### src/rtl/led_matrix_pkg.sv
// Shared constants and types for the 8x8 LED matrix scan controller.
package led_matrix_pkg;

  localparam int unsigned NCOLS    = 8;
  localparam int unsigned NROWS    = 8;
  localparam int unsigned COL_W    = $clog2(NCOLS);
  localparam int unsigned BRIGHT_W = 4;
  localparam int unsigned NTICKS   = (1 << BRIGHT_W) - 1;
  localparam int unsigned FRAME_W  = NCOLS * NROWS;

  // Frame buffer: [col][row], bit 8c+r of the flat shift image.
  typedef logic [NCOLS-1:0][NROWS-1:0] frame_t;

  typedef enum logic [1:0] {
    IDLE  = 2'd0,
    BLANK = 2'd1,
    ON    = 2'd2,
    OFF   = 2'd3
  } scan_state_e;

endpackage

### src/rtl/sync_edge_detect.sv
// Two-flop synchroniser for an asynchronous pin, with synced level and a
// single-cycle rising-edge pulse derived from a history flop.
module sync_edge_detect (
  input  logic clk,
  input  logic reset,
  input  logic i_pin,
  output logic o_level,
  output logic o_rise_c
);

  logic r_meta;
  logic r_sync;
  logic r_prev;

  always_ff @(posedge clk or posedge reset) begin
    if (reset) begin
      r_meta <= 1'b0;
      r_sync <= 1'b0;
      r_prev <= 1'b0;
    end else begin
      r_meta <= i_pin;
      r_sync <= r_meta;
      r_prev <= r_sync;
    end
  end

  assign o_level  = r_sync;
  assign o_rise_c = r_sync & ~r_prev;

endmodule

### src/rtl/led_scan_controller.sv
// LED matrix scan controller: serial frame loader with double buffering and a
// column scanner with blanking and per-column PWM brightness.
module led_scan_controller
  import led_matrix_pkg::*;
#(
  parameter int unsigned PRESCALE     = 4,
  parameter int unsigned BLANK_CYCLES = 2
) (
  input  logic                clk,
  input  logic                reset,
  input  logic                din,
  input  logic                dclk,
  input  logic                strobe,
  input  logic                enable,
  input  logic [BRIGHT_W-1:0] brightness,
  output logic [NROWS-1:0]    row_out,
  output logic [NCOLS-1:0]    col_sel,
  output logic                frame_start,
  output logic                swap_pending
);

  localparam int unsigned CYC_MAX = (BLANK_CYCLES > PRESCALE) ? BLANK_CYCLES : PRESCALE;
  localparam int unsigned CYC_W   = (CYC_MAX > 1) ? $clog2(CYC_MAX) : 1;

  localparam logic [CYC_W-1:0]    BLANK_LAST = CYC_W'(BLANK_CYCLES - 1);
  localparam logic [CYC_W-1:0]    PRE_LAST   = CYC_W'(PRESCALE - 1);
  localparam logic [BRIGHT_W-1:0] TICK_LAST  = BRIGHT_W'(NTICKS - 1);
  localparam logic [COL_W-1:0]    COL_LAST   = COL_W'(NCOLS - 1);

  logic w_din_sync;
  logic w_din_rise_unused;
  logic w_dclk_level_unused;
  logic w_dclk_rise;
  logic w_strobe_level_unused;
  logic w_strobe_rise;

  sync_edge_detect u_sync_din (
    .clk      (clk),
    .reset    (reset),
    .i_pin    (din),
    .o_level  (w_din_sync),
    .o_rise_c (w_din_rise_unused)
  );

  sync_edge_detect u_sync_dclk (
    .clk      (clk),
    .reset    (reset),
    .i_pin    (dclk),
    .o_level  (w_dclk_level_unused),
    .o_rise_c (w_dclk_rise)
  );

  sync_edge_detect u_sync_strobe (
    .clk      (clk),
    .reset    (reset),
    .i_pin    (strobe),
    .o_level  (w_strobe_level_unused),
    .o_rise_c (w_strobe_rise)
  );

  logic [FRAME_W-1:0] r_shift;
  frame_t             r_staging;
  frame_t             r_display;
  logic               r_pend;

  scan_state_e         r_state;
  logic [COL_W-1:0]    r_col;
  logic [CYC_W-1:0]    r_cyc;
  logic [BRIGHT_W-1:0] r_tick;
  logic [BRIGHT_W-1:0] r_bright_l;
  logic [NROWS-1:0]    r_row_out;
  logic [NCOLS-1:0]    r_col_sel;
  logic                r_frame_start;

  scan_state_e         w_state_nxt;
  logic [COL_W-1:0]    w_col_nxt;
  logic [CYC_W-1:0]    w_cyc_nxt;
  logic [BRIGHT_W-1:0] w_tick_nxt;
  logic [BRIGHT_W-1:0] w_bright_nxt;
  logic [NROWS-1:0]    w_row_out_nxt;
  logic [NCOLS-1:0]    w_col_sel_nxt;
  logic                w_frame_start_nxt;
  logic                w_swap;

  // Load path: shift, stage on strobe, swap into display at frame start.
  // A strobe in the swap cycle stages new data after the old staging is taken.
  always_ff @(posedge clk or posedge reset) begin
    if (reset) begin
      r_shift   <= '0;
      r_staging <= '0;
      r_display <= '0;
      r_pend    <= 1'b0;
    end else begin
      if (w_dclk_rise) begin
        r_shift <= {r_shift[FRAME_W-2:0], w_din_sync};
      end
      if (w_swap) begin
        r_display <= r_staging;
      end
      if (w_strobe_rise) begin
        r_staging <= r_shift;
        r_pend    <= 1'b1;
      end else if (w_swap) begin
        r_pend <= 1'b0;
      end
    end
  end

  always_ff @(posedge clk or posedge reset) begin
    if (reset) begin
      r_state       <= IDLE;
      r_col         <= '0;
      r_cyc         <= '0;
      r_tick        <= '0;
      r_bright_l    <= '0;
      r_row_out     <= '0;
      r_col_sel     <= '0;
      r_frame_start <= 1'b0;
    end else begin
      r_state       <= w_state_nxt;
      r_col         <= w_col_nxt;
      r_cyc         <= w_cyc_nxt;
      r_tick        <= w_tick_nxt;
      r_bright_l    <= w_bright_nxt;
      r_row_out     <= w_row_out_nxt;
      r_col_sel     <= w_col_sel_nxt;
      r_frame_start <= w_frame_start_nxt;
    end
  end

  // Scan sequencing; outputs are computed from the next state so they register
  // in the same cycle the state changes.
  always_comb begin
    w_state_nxt       = r_state;
    w_col_nxt         = r_col;
    w_cyc_nxt         = r_cyc;
    w_tick_nxt        = r_tick;
    w_bright_nxt      = r_bright_l;
    w_frame_start_nxt = 1'b0;
    w_swap            = 1'b0;
    w_row_out_nxt     = '0;
    w_col_sel_nxt     = '0;

    unique case (r_state)
      IDLE: begin
        if (enable) begin
          w_state_nxt       = BLANK;
          w_col_nxt         = '0;
          w_cyc_nxt         = '0;
          w_tick_nxt        = '0;
          w_bright_nxt      = brightness;
          w_frame_start_nxt = 1'b1;
          w_swap            = r_pend;
        end
      end
      BLANK: begin
        if (r_cyc == BLANK_LAST) begin
          w_cyc_nxt   = '0;
          w_tick_nxt  = '0;
          w_state_nxt = (r_bright_l != '0) ? ON : OFF;
        end else begin
          w_cyc_nxt = r_cyc + CYC_W'(1);
        end
      end
      ON, OFF: begin
        // Ticks run 0..14 across ON then OFF; the last tick always ends the column.
        if (r_cyc == PRE_LAST) begin
          w_cyc_nxt = '0;
          if (r_tick == TICK_LAST) begin
            w_state_nxt = BLANK;
            w_tick_nxt  = '0;
            if (r_col == COL_LAST) begin
              w_col_nxt         = '0;
              w_bright_nxt      = brightness;
              w_frame_start_nxt = 1'b1;
              w_swap            = r_pend;
            end else begin
              w_col_nxt = r_col + COL_W'(1);
            end
          end else begin
            w_tick_nxt  = r_tick + BRIGHT_W'(1);
            w_state_nxt = (w_tick_nxt < r_bright_l) ? ON : OFF;
          end
        end else begin
          w_cyc_nxt = r_cyc + CYC_W'(1);
        end
      end
      default: w_state_nxt = IDLE;
    endcase

    if (!enable) begin
      w_state_nxt       = IDLE;
      w_col_nxt         = '0;
      w_cyc_nxt         = '0;
      w_tick_nxt        = '0;
      w_frame_start_nxt = 1'b0;
      w_swap            = 1'b0;
    end

    if (w_state_nxt == ON) begin
      w_row_out_nxt = r_display[w_col_nxt];
      w_col_sel_nxt = NCOLS'(1) << w_col_nxt;
    end
  end

  assign row_out      = r_row_out;
  assign col_sel      = r_col_sel;
  assign frame_start  = r_frame_start;
  assign swap_pending = r_pend;

endmodule

### config.mk
export PLATFORM = sky130hd
export DESIGN_NAME = led_scan_controller
export DESIGN_NICKNAME = d
export VERILOG_FILES = /design/src/rtl/led_matrix_pkg.sv /design/src/rtl/sync_edge_detect.sv /design/src/rtl/led_scan_controller.sv
export SDC_FILE = /design/constraint.sdc
export NUM_CORES = 1
export LEC_CHECK = 0
export CAP_MARGIN = 10
export CORE_ASPECT_RATIO = 0.7
export CORE_UTILIZATION = 45
export DETAILED_ROUTE_END_ITERATION = 7
export DONT_BUFFER_PORTS = 1
export GPL_ROUTABILITY_DRIVEN = 0
export PLACE_DENSITY = 0.65
export SYNTH_ARGS = -nofsm -noshare
export SYNTH_HDL_FRONTEND = slang
export SYNTH_HIERARCHICAL = 1
export SYNTH_SLANG_ARGS = --single-unit
### constraint.sdc
create_clock -name clk -period 7.9 [get_ports clk]
set_clock_uncertainty 0.1 [all_clocks]
set_input_delay 1.58 -clock clk [delete_from_list [all_inputs] [get_ports clk]]
set_output_delay 1.58 -clock clk [all_outputs]
set_load 0.02 [all_outputs]
# Word-level counts from Yosys, hierarchy flattened
# Cells that the tools add are included.
[op_classes]
n_bitwise = 4
order_cmp = 2
eq_ne = 14
reduce_logical = 7
addsub = 3
n_shift = 1
mux = 42
[op_table]
columns = ["cell", "count"]
rows = [
  ["$mux W4", 8],
  ["$bmux W8 S3", 1],
  ["$mux W8", 3],
  ["$mux W2", 7],
  ["$mux W1", 12],
  ["$mux W3", 4],
  ["$pmux W2 S3", 2],
  ["$pmux W4 S3", 1],
  ["$eq A2 B2 Y1 const B", 4],
  ["$ne A2 B2 Y1 const B", 4],
  ["$pmux W4 S2", 1],
  ["$shl A1 B3 Y8 const A", 1],
  ["$ne A3 B3 Y1 const B", 2],
  ["$pmux W3 S2", 1],
  ["$reduce_and A5 Y1", 1],
  ["$add A4 B1 Y4 const B", 1],
  ["$eq A2 B1 Y1 const B", 2],
  ["$eq A4 B4 Y1 const B", 1],
  ["$lt A3 B4 Y1 const B", 1],
  ["$lt A4 B4 Y1", 1],
  ["$pmux W1 S2", 2],
  ["$reduce_bool A2 Y1", 2],
  ["$reduce_bool A4 Y1", 1],
  ["$add A3 B1 Y3 const B", 1],
  ["other kinds (7)", 9],
]
[totals]
in_bits = 10
regBits = 233

# Logic depth before layout (Yosys ltp)
# Gate-level depths: netlist (run 1).
[depth]
word_depth = 9
mapped_depth = 11

# Cells and area by module
# Netlist (run 1), hierarchy kept.
[by_module_without_submodules]
columns = ["module", "instances", "area_per_inst_um2", "cells_per_inst"]
rows = [
  ["led_scan_controller", 1, 9111.2, 616],
  ["sync_edge_detect", 3, 92.6, 5],
]

# Worst setup path before layout (run 1)
# No wires, ideal clock.
[synth_timing]
path_type = "input-to-reg"
from = "input port enable"
to = "register r_row_out[7] (netlist: row_out[7])"
stages = 6
arrival_ns = 2.905
path_buffers = 1
setup_slack_ns = 4.812
setup_time_ns = 0.083
cell_sequence = "clkbuf_1 -> nand4_1 -> o211ai_1 -> nor3b_2 -> o221ai_1 -> o22ai_1"
[synth_via]
elab_chain_len = 4
word_cells_on_any_way = 6
[synth_rtl]
columns = ["element", "line", "text"]
rows = [
  ["start, declared", "led_scan_controller.sv:14", "input logic enable,"],
  ["$mux W3", "led_scan_controller.sv:191", "if (!enable) begin"],
  ["net w_col_nxt[2]", "led_scan_controller.sv:76", "logic [COL_W-1:0] w_col_nxt;"],
  ["$bmux W8 S3", "led_scan_controller.sv:201", "w_row_out_nxt = r_display[w_col_nxt];"],
  ["$mux W8 (implied by the code)", "led_scan_controller.sv:201", ""],
  ["$mux W8", "led_scan_controller.sv:200", "if (w_state_nxt == ON) begin"],
  ["net w_row_out_nxt[7]", "led_scan_controller.sv:80", "logic [NROWS-1:0] w_row_out_nxt;"],
  ["end signal, assigned", "led_scan_controller.sv:125", "r_row_out <= w_row_out_nxt;"],
  ["end, declared", "led_scan_controller.sv:71", "logic [NROWS-1:0] r_row_out;"],
]
# The timed path passes the listed nets, and every way through them passes these cells. The select of a mux whose other input is x is not followed.
# A chain may end at the register's enable or synchronous reset.

# Worst setup path after layout (run 1)
[layout_timing]
from = "register r_tick[0]"
to = "register r_row_out[7] (netlist: row_out[7])"
[layout_via]
elab_chain_len = 9
word_cells_on_any_way = 16
[layout_rtl]
columns = ["element", "line", "text"]
rows = [
  ["start, declared", "led_scan_controller.sv:69", "logic [BRIGHT_W-1:0] r_tick;"],
  ["start signal, assigned", "led_scan_controller.sv:123", "r_tick <= w_tick_nxt;"],
  ["$add A4 B1 Y4", "led_scan_controller.sv:181", "w_tick_nxt = r_tick + BRIGHT_W'(1);"],
  ["$lt A4 B4 Y1", "led_scan_controller.sv:182", "w_state_nxt = (w_tick_nxt < r_bright_l) ? ON : OFF;"],
  ["$mux W1", "led_scan_controller.sv:182", ""],
  ["$mux W2 (*)", "led_scan_controller.sv:169", "if (r_tick == TICK_LAST) begin"],
  ["$mux W2 (*)", "led_scan_controller.sv:167", "if (r_cyc == PRE_LAST) begin"],
  ["$pmux W2 S3 (*)", "led_scan_controller.sv:144", "unique case (r_state)"],
  ["$mux W2 (*)", "led_scan_controller.sv:191", ""],
  ["net w_state_nxt[0]", "led_scan_controller.sv:75", "scan_state_e w_state_nxt;"],
  ["$eq A2 B2 Y1 (*)", "led_scan_controller.sv:200", ""],
  ["$mux W8 (*)", "led_scan_controller.sv:200", ""],
  ["net w_row_out_nxt[7]", "led_scan_controller.sv:80", ""],
]
# The timed path passes the listed nets; every way through them passes the cells marked *. The select of a mux whose other input is x is not followed.

==> results of run 1 <==
sequential cells by signal, summed over array words and instances, names as in the netlist, 2 cells and up:
| register | flops |
|---|---|
| r_cyc | 2 |
| r_bright_l | 4 |
| r_col | 3 |
| r_shift | 64 |
| col_sel | 8 |
| r_display | 64 |
| r_staging | 64 |
| r_state | 2 |
| row_out | 8 |
| r_tick | 4 |
worst max-delay path: cells and delay by family (launching register included):
family	cells	cell delay [ns]
flops	1	0.43
fa+ha+maj	2	0.57
simple gates	1	0.55
compound gates	5	1.32
buf+inv	2	0.12
power by group:
part	switching, mW	internal [mW]	total [mW]
combinational	0.0833	0.112	0.195
clock	0.443	0.635	1.08
sequential	0.0798	1.31	1.39
total	0.606	2.05	2.66
metal layers:
metal / vias to the layer above / routed length (um) / GRT usage
li1: 2265 / - / -
met5: - / 0 / 0
met2: 79 / 7870 / 0.268
met4: 0 / 290 / 0.0384
met1: 2631 / 8840 / 0.260
met3: 27 / 830 / 0.0328
final cells by class:
| class | instances | area (sq um) |
|---|---|---|
| fill | 1665 | 9720 |
| tap | 270 | 338 |
| inverter | 16 | 70.1 |
| sequential | 233 | 5830 |
| clock inverter | 6 | 61.3 |
| clock buffer | 37 | 691 |
| timing repair buffer | 4 | 30.0 |
| multi-input combinational | 352 | 3330 |
how the worst max path moves through the flow:
stage | start | slack, ns | cells after the start | end
3_3_place_gp | enable | 4.42 | 5 | row_out[7]
2_1_floorplan | reset | 0.06 | 1 | col_sel[0]
3_5_place_dp | enable | 4.37 | 5 | row_out[7]
4_1_cts | r_tick[0] | 4.70 | 10 | row_out[7]
6_report | r_tick[0] | 4.70 | 10 | row_out[7]
5_1_grt | r_tick[0] | 4.49 | 10 | row_out[7]
cell usage in the layout, fill, tap and decap left out, drive strengths merged, types with 5 or more instances in the layout:
cell type,count
dfrtp,233
nor2,14
o21ai,14
o22ai,14
ha,10
inv,17
mux2,203
nand2,26
o221a,5
nand3,8
clkbuf,37
==> metrics.csv, run 1 <==
stage,metric,value,unit
run_status,status,"finished, final reports clean",
clock_network,H-tree depth,1,
placement,dpl ws,4.37,ns
power_and_ir_drop,Leak Pwr,5.04,nW
placement,post-DP HPWL,11300,um
worst_setup_path,CP max stage cell,nor3b_2,
clock_network,post-CTS sizing,0,
timing,Highest Clock Rate,0.312,GHz
worst_setup_path,RR Startpoint,r_tick[0],
clock_network,CTS sink cnt,233,
timing,Slew HR,0.311,
clock_network,hold_buf cts,0,
floorplanning,die width,174,um
layout,fin util,0.516,
drt,total wire length,17800,um
layout,Final Cell Area,10300,sq um
layout,Final Non-Filler Cells,918,
worst_setup_path,nature of the critical path endpoint,flip-flop,
timing,worst hold margin,0.247,ns
timing,unrepaired setup endpoints after global routing,false,
drt,Detail Route Antenna Nets,0,
min_path,WHS Path Cells,0,
clock_network,setup bufs post-CTS,0,
floorplanning,core area,20100,sq um
logic_synthesis,syn_nets,649,
worst_setup_path,worst-path fanout max,8,
min_path,Hold Crit Class,reg -> reg,
placement,port bufs,0,
clock_network,clk root buf,clkbuf_16,
min_path,hold wc startpoint,u_sync_dclk/r_meta,
power_and_ir_drop,pwr dens,257,nW/um^2
grt,first-pass GRT wire length,29200,um
grt,grt ovf,0,
clock_network,Num CTS Buffers,24,
floorplanning,num rows,43,
drt,drt drc,0,
timing,final slew viol count,0,
worst_setup_path,FF-to-FF End,row_out[7],
drt,via count,5002,
drt,Detailed Routing Iterations Pass 1,4,
flow_run,max cap viols,0,
worst_setup_path,R2R Setup Slk,4.70,ns
power_and_ir_drop,post-route total power,2.66,mW
placement,DP Cell Count,875,
drt,initial drt markers,245,
placement,Placement Cell Area,9600,sq um
clock_network,clock buffer depth,3,
logic_synthesis,YS warnings,6,
layout,P&R area growth vs syn,10.7,%
grt,initial antenna violation count,0,
power_and_ir_drop,worst vdd ir,0.146,mV
worst_setup_path,CP startpoint kind,flip-flop,
layout,nets@finish,651,
timing,Tcrit/Tclk final,0.405,
worst_setup_path,CP Data Arrival Time,3.50,ns
timing,Worst Max-Slew Pin Slew,1.03,ns
layout,layout cells sized above 1,0.400,
worst_setup_path,CP Cell Sequence,"inv_1, ha_1, inv_1, ha_1, a21bo_2, a21oi_1, o311a_1, nor3b_2, o221ai_1, o22ai_1",
timing,"Setup violations, final",0,
floorplanning,Die Y,123,um
clock_network,CTS tree,built,
logic_synthesis,Mapped Area,9350,sq um
floorplanning,die area,21400,sq um
grt,vias in the first global route,5234,
worst_setup_path,Crit path required time,8.19,ns
floorplanning,num ports,28,
clock_network,"Clk pin slew, worst setup/hold paths",0.06,ns
clock_network,clk_lat worst skew,0.51,ns
logic_synthesis,synthesized area per cell,14.9,sq um
drt,vias per cell,5.45,
worst_setup_path,Reg2Reg Depth,10,
timing,fin crit period,3.20,ns
grt,GRT Util Overall,0.175,
min_path,Hold Path Sink,u_sync_dclk/o_level,
logic_synthesis,post-synthesis cell count,629,
floorplanning,initial core utilization,0.466,
worst_setup_path,CP peak stage delay,0.55,ns
timing,setup tns final,0,ns
timing,final setup margin,4.70,ns
timing,final hold vios,0,
layout,Ant. Diodes,0,
worst_setup_path,critical path class,reg -> reg,
grt,largest net degree at the start of global routing,139,
drt,routed len/inst,19.4,um
No activity file was read; power rests on OpenSTA's default activity.
==> run 2: changes to the inputs <==
--- a/config.mk
+++ b/config.mk
@@ -11,7 +11,7 @@
 export DETAILED_ROUTE_END_ITERATION = 7
 export DONT_BUFFER_PORTS = 1
 export GPL_ROUTABILITY_DRIVEN = 0
-export PLACE_DENSITY = 0.65
+export PLACE_DENSITY = 0.63
 export SYNTH_ARGS = -nofsm -noshare
 export SYNTH_HDL_FRONTEND = slang
 export SYNTH_HIERARCHICAL = 1
==> constraint.sdc (replaced) <==
create_clock -name clk -period 3 [get_ports clk]
set_clock_uncertainty 0.1 [all_clocks]
set_input_delay 0.6 -clock clk [delete_from_list [all_inputs] [get_ports clk]]
set_output_delay 0.6 -clock clk [all_outputs]
set_load 0.02 [all_outputs]
==> run 2 against run 1 <==
  * Worst hold slack lost 0.22 ns
  * Non-clock buffer count is 10 higher
  * Total power grew to 2.7 times the previous value
  * Register-to-register slack worse by 4.6 ns
  * Global-route usage increased by 0.063 points
  * Via count is 1.4% higher
  * Flip-flop and latch count did not move
  * Combinational power increased to 2.8 times the previous value
  * Largest cell class unchanged
  * Highest routed layer unchanged
==> metrics.csv, run 2 (synthesized netlist as in run 1, its figures left out) <==
stage,metric,value,unit
run_status,status,"finished, final reports clean",
clock_network,clk root buf,clkbuf_16,
worst_setup_path,CP startpoint,r_col[0],
worst_setup_path,worst-path fanout max,11,
timing,Slew HR,0.656,
clock_network,setup bufs post-CTS,0,
worst_setup_path,CP Data Arrival Time,3.21,ns
worst_setup_path,R2R Setup Slk,0.09,ns
layout,top flop regs,"r_display (64), r_shift (64), r_staging (64)",
drt,Detail Route Antenna Nets,0,
timing,fin crit period,2.91,ns
power_and_ir_drop,post-route total power,7.24,mW
power_and_ir_drop,worst vdd ir,0.440,mV
floorplanning,initial core utilization,0.466,
floorplanning,Die Y,123,um
worst_setup_path,CP max stage cell,or3b_2,
drt,vias per cell,5.48,
floorplanning,num rows,43,
grt,grt ovf,0,
clock_network,"Clk pin slew, worst setup/hold paths",0.07,ns
grt,GRT Util Overall,0.176,
floorplanning,num ports,28,
floorplanning,core area,20100,sq um
clock_network,CTS tree,built,
layout,register area,5830,sq um
drt,routed len/inst,19.5,um
timing,Worst Max-Slew Pin Slew,0.514,ns
clock_network,Num CTS Buffers,23,
layout,P&R area growth vs syn,13.0,%
clock_network,clk_lat worst skew,0.50,ns
power_and_ir_drop,Int Pwr,5.63,mW
grt,initial antenna violation count,0,
timing,unrepaired setup endpoints after global routing,false,
placement,Placement Cell Area,9740,sq um
min_path,Hold Crit Class,in -> reg,
power_and_ir_drop,sequential power share,0.505,
layout,"most common cell after layout, fill and taps aside",dfrtp_1,
flow_run,max cap viols,0,
layout,Final Cell Area,10600,sq um
worst_setup_path,CP peak stage delay,0.49,ns
timing,final slew viol count,0,
power_and_ir_drop,Comb pwr share,0.075,
layout,nets@finish,660,
worst_setup_path,Crit path required time,3.29,ns
worst_setup_path,crit path to,row_out[5],
worst_setup_path,RR Startpoint,r_col[0],
layout,area of the multi-input gates,3340,sq um
layout,fill count,1639,
worst_setup_path,CP startpoint kind,flip-flop,
floorplanning,die width,174,um
layout,Ant. Diodes,0,
power_and_ir_drop,Leak Pwr,5.15,nW
power_and_ir_drop,Clock Power Share,0.420,
timing,final hold vios,0,
timing,Highest Clock Rate,0.343,GHz
worst_setup_path,Reg2Reg Depth,9,
worst_setup_path,critical path class,reg -> reg,
drt,drt drc,0,
timing,"Setup violations, final",0,
layout,most frequent cells in the layout,"dfrtp_1 (233), mux2_2 (203), nand2_1 (25), clkbuf_16 (23)",
worst_setup_path,CP Cell Sequence,"ha_1, ha_1, or3b_2, mux2i_4, o21ai_4, inv_4, nand2_1, o22a_1, a32o_1",
grt,first-pass GRT wire length,29200,um
placement,post-DP HPWL,12000,um
layout,layout cells sized above 1,0.418,
power_and_ir_drop,Sw Ratio,0.222,
power_and_ir_drop,pwr dens,685,nW/um^2
timing,Tcrit/Tclk final,0.971,
worst_setup_path,FF-to-FF End,row_out[5],
clock_network,H-tree depth,1,
drt,initial drt markers,257,
grt,vias in the first global route,5215,
clock_network,CTS sink cnt,233,
floorplanning,die area,21400,sq um
placement,port bufs,0,
grt,largest net degree at the start of global routing,66,
drt,via count,5072,
worst_setup_path,most frequent CP cell,ha_1,
layout,fin util,0.527,
clock_network,clock buffer depth,3,
drt,Detailed Routing Iterations Pass 1,4,
worst_setup_path,nature of the critical path endpoint,flip-flop,
power_and_ir_drop,Psw,1.61,mW
drt,total wire length,18000,um
## run 2: cell types whose count changed in the layout (fill, tap and decap cells not counted), moves of 2 or more
cell       before  now
bufinv_16       1    4
clkbuf_16      25   23
buf_4           4    7
clkbuf_8        2    5
clkbuf_1       10    4
buf_12          0    6
## run 2: worst max-delay path, delay by kind of cell (launching register included)
family / cells / cell delay, ns
and+or+nand+nor: 2 / 0.79
AOI/OAI and AO/OA: 3 / 0.74
DFF: 1 / 0.42
adders and majority gates: 2 / 0.41
muxes: 1 / 0.25
buffers and inverters: 1 / 0.10
## run 2: through the flow
stage          std cells  hold WS, ns  TNS [ns]  worst slack [ns]
3_5_place_dp         884        0.236         0            0.0424
2_1_floorplan        629        0.231   -143.55            -0.638
6_report             926       0.0260         0            0.0863
4_1_cts              926       0.0115         0            0.0191
3_3_place_gp         884        0.237         0             0.119
5_1_grt              926      0.00520         0           0.00510
## run 2: power by group through the flow
| stage | registers [mW] | logic [mW] | clock network [mW] |
|---|---|---|---|
| 2_1_floorplan | 3.62 | 0.456 | 0 |
| 3_3_place_gp | 3.71 | 0.529 | 0 |
| 3_5_place_dp | 3.72 | 0.549 | 0 |
| 4_1_cts | 3.66 | 0.552 | 3.10 |
| 5_1_grt | 3.69 | 0.599 | 3.24 |
| 6_report | 3.66 | 0.539 | 3.04 |
## run 2: area by class of cell
cell class | count | area share
clock inverter | 9 | 0.0140
sequential | 233 | 0.552
inverter | 16 | 0.00627
tap | 270 | 0.0320
clock buffer | 32 | 0.0624
multi-input combinational | 352 | 0.316
timing repair buffer | 14 | 0.0173
## run 2: worst min-delay path by stage
| stage | depth (start not counted) | end | slack (ns) | start |
|---|---|---|---|---|
| final | 0 | u_sync_din/r_meta | 0.03 | din |
| after global routing | 0 | u_sync_dclk/r_meta | 0.005 | dclk |
| after CTS | 0 | u_sync_strobe/r_meta | 0.01 | strobe |
| after detailed placement | 0 | u_sync_dclk/o_level | 0.24 | u_sync_dclk/r_meta |
| after global placement | 0 | u_sync_strobe/o_level | 0.24 | u_sync_strobe/r_meta |
| after floorplan | 0 | u_sync_dclk/o_level | 0.23 | u_sync_dclk/r_meta |
## run 2: metal layers
layer  share of wire  wire, um  up-vias  GRT usage
met2            0.44      7880      117      0.260
met5               0         0        -          0
met4           0.020       357        0     0.0461
met3           0.045       817       31     0.0294
li1                -         -     2283          -
met1            0.50      8990     2641      0.269
## run 2: timing repair
action,in CTS,in global routing
endpoints found under the setup margin,0,8
endpoints found under the hold margin,21,0
hold buffers,1,0
gates resized for setup,0,4
==> run 3: changes to the inputs <==
--- a/config.mk
+++ b/config.mk
@@ -7,11 +7,12 @@
 export LEC_CHECK = 0
 export CAP_MARGIN = 10
 export CORE_ASPECT_RATIO = 0.7
-export CORE_UTILIZATION = 45
+export CORE_UTILIZATION = 55
 export DETAILED_ROUTE_END_ITERATION = 7
 export DONT_BUFFER_PORTS = 1
 export GPL_ROUTABILITY_DRIVEN = 0
-export PLACE_DENSITY = 0.63
+export PLACE_DENSITY = 0.73
+export SETUP_SLACK_MARGIN = 0.1
 export SYNTH_ARGS = -nofsm -noshare
 export SYNTH_HDL_FRONTEND = slang
 export SYNTH_HIERARCHICAL = 1
==> constraint.sdc (replaced) <==
create_clock -name clk -period 3.1 [get_ports clk]
set_clock_uncertainty 0.1 [all_clocks]
set_input_delay 0.62 -clock clk [delete_from_list [all_inputs] [get_ports clk]]
set_output_delay 0.62 -clock clk [all_outputs]
set_load 0.02 [all_outputs]
==> run 3 against run 2 <==
  * Final area down 0.95%
  * Final cell count shrank 5.4%
  * Non-clock buffer count shrank 3
  * Combinational power down 3%
  * Via count grew 0.32%
  * Utilization is 11 points higher
  * Highest routed layer unchanged
  * First-iteration DRC count grew 16%
  * Critical path depth down 1
  * Global-route usage rose by 4.2 points
==> metrics.csv, run 3 (synthesized netlist as in run 1, its figures left out) <==
stage,metric,value,unit
layout,most frequent cells in the layout,"dfrtp_1 (233), mux2_2 (203), nand2_1 (23), clkbuf_16 (23)",
timing,worst hold margin,0.0392,ns
worst_setup_path,"CP delay by family, top",simple AND/OR/NAND/NOR gates,
layout,top flop regs,"r_display (64), r_shift (64), r_staging (64)",
clock_network,CTS sink cnt,233,
worst_setup_path,CP peak stage delay,0.54,ns
timing,Tcrit/Tclk final,0.930,
power_and_ir_drop,Leak Pwr,5.12,nW
worst_setup_path,nature of the critical path endpoint,flip-flop,
grt,grt ovf,0,
clock_network,H-tree depth,1,
clock_network,Num CTS Buffers,22,
drt,Detail Route Antenna Nets,0,
floorplanning,initial core utilization,0.569,
clock_network,clk_lat worst skew,0.51,ns
layout,fill count,1179,
drt,drt drc,0,
placement,DP Cell Count,835,
layout,P&R area growth vs syn,12.0,%
timing,Slew HR,0.373,
flow_run,max cap viols,0,
grt,GRT Util Overall,0.218,
timing,final slew viol count,0,
min_path,Hold Crit Class,in -> reg,
placement,port bufs,0,
worst_setup_path,Crit path required time,3.37,ns
floorplanning,Die Y,111,um
timing,final hold vios,0,
drt,initial drt markers,299,
timing,unrepaired setup endpoints after global routing,false,
floorplanning,die width,158,um
layout,layout cells sized above 1,0.422,
clock_network,"Clk pin slew, worst setup/hold paths",0.06,ns
worst_setup_path,CP startpoint kind,flip-flop,
layout,fin util,0.637,
layout,"most common cell after layout, fill and taps aside",dfrtp_1,
drt,routed len/inst,20.5,um
power_and_ir_drop,pwr dens,665,nW/um^2
placement,post-DP HPWL,11700,um
grt,first-pass GRT wire length,29600,um
timing,fin crit period,2.88,ns
worst_setup_path,CP Buf/Inv Count,1,
floorplanning,core area,16400,sq um
timing,Highest Clock Rate,0.347,GHz
clock_network,clock buffer depth,3,
grt,largest net degree at the start of global routing,83,
floorplanning,num rows,39,
placement,dpl ws,0.0359,ns
floorplanning,num ports,28,
drt,total wire length,18000,um
timing,final setup margin,0.216,ns
layout,Final Non-Filler Cells,876,
drt,vias per cell,5.81,
layout,nets@finish,656,
timing,setup tns final,0,ns
run_status,status,"finished, final reports clean",
power_and_ir_drop,worst vdd ir,0.450,mV
timing,"Setup violations, final",0,
worst_setup_path,CP Cell Sequence,"inv_1, ha_1, and4_2, mux2i_2, o21ai_2, or3_1, o221ai_1, o22ai_2",
layout,Ant. Diodes,0,
timing,Worst Max-Slew Pin Slew,0.940,ns
grt,vias in the first global route,5264,
drt,Detailed Routing Iterations Pass 1,4,
worst_setup_path,CP max stage cell,or3_1,
worst_setup_path,CP Data Arrival Time,3.15,ns
clock_network,clk root buf,clkbuf_16,
drt,via count,5088,
grt,initial antenna violation count,1,
floorplanning,die area,17500,sq um
worst_setup_path,worst-path fanout max,9,
clock_network,CTS tree,built,
worst_setup_path,critical path class,reg -> reg,
[run 3: cell types whose count changed in the layout (fill, tap and decap cells not counted), sizes merged]
cell,delta
buf,-3
bufinv,-1
clkinv,-1
[run 3: worst paths after layout]
kind,start,end,slack [ns],depth (start not counted)
worst max-delay path,r_tick[0],row_out[2],0.22,8
worst max register to register,r_tick[0],row_out[2],0.22,8
min in group asynchronous,reset,u_sync_din/o_level,0.42,2
worst min-delay path,dclk,u_sync_dclk/r_meta,0.04,0
worst min register to register,u_sync_strobe/r_meta,u_sync_strobe/o_level,0.25,0
max in group asynchronous,reset,col_sel[2],1.57,3
[run 3: area by class of cell]
type	count	area, sq um	area share
flip-flops and latches	233	5830	0.557
well taps	225	282	0.0269
repair buffers	11	135	0.0129
clock buffers	32	679	0.0649
inverters	16	66.3	0.00633
multi-input cells	352	3360	0.321
clock inverters	7	113	0.0108
[run 3: repair_timing]
item,4_1_cts,5_1_grt
pin swaps,0,2
resized for setup,1,7
hold endpoints to repair,13,0
endpoints found under the setup margin,5,9
buffers inserted,0,1
hold buffers,1,0
[run 3: routing by layer]
metal / track usage / wire length (um) / vias to the layer above
met4: 0.0505 / 331 / 0
li1: - / - / 2274
met5: 0 / 0 / -
met1: 0.330 / 8530 / 2681
met2: 0.323 / 8180 / 106
met3: 0.0465 / 938 / 27
[run 3: through the flow]
stage | power, mW | instance area, sq um
floorplan | 3.94 | 9350
global placement | 4.09 | 9620
detailed placement | 4.12 | 9620
CTS | 7.02 | 10400
global route | 7.24 | 10500
finish | 6.96 | 10500
[run 3: where the power goes]
group	switching [mW]	leakage [nW]	internal, mW
combinational	0.223	1.57	0.298
clock	1.12	0.390	1.77
sequential	0.216	3.16	3.33
total	1.56	5.12	5.40
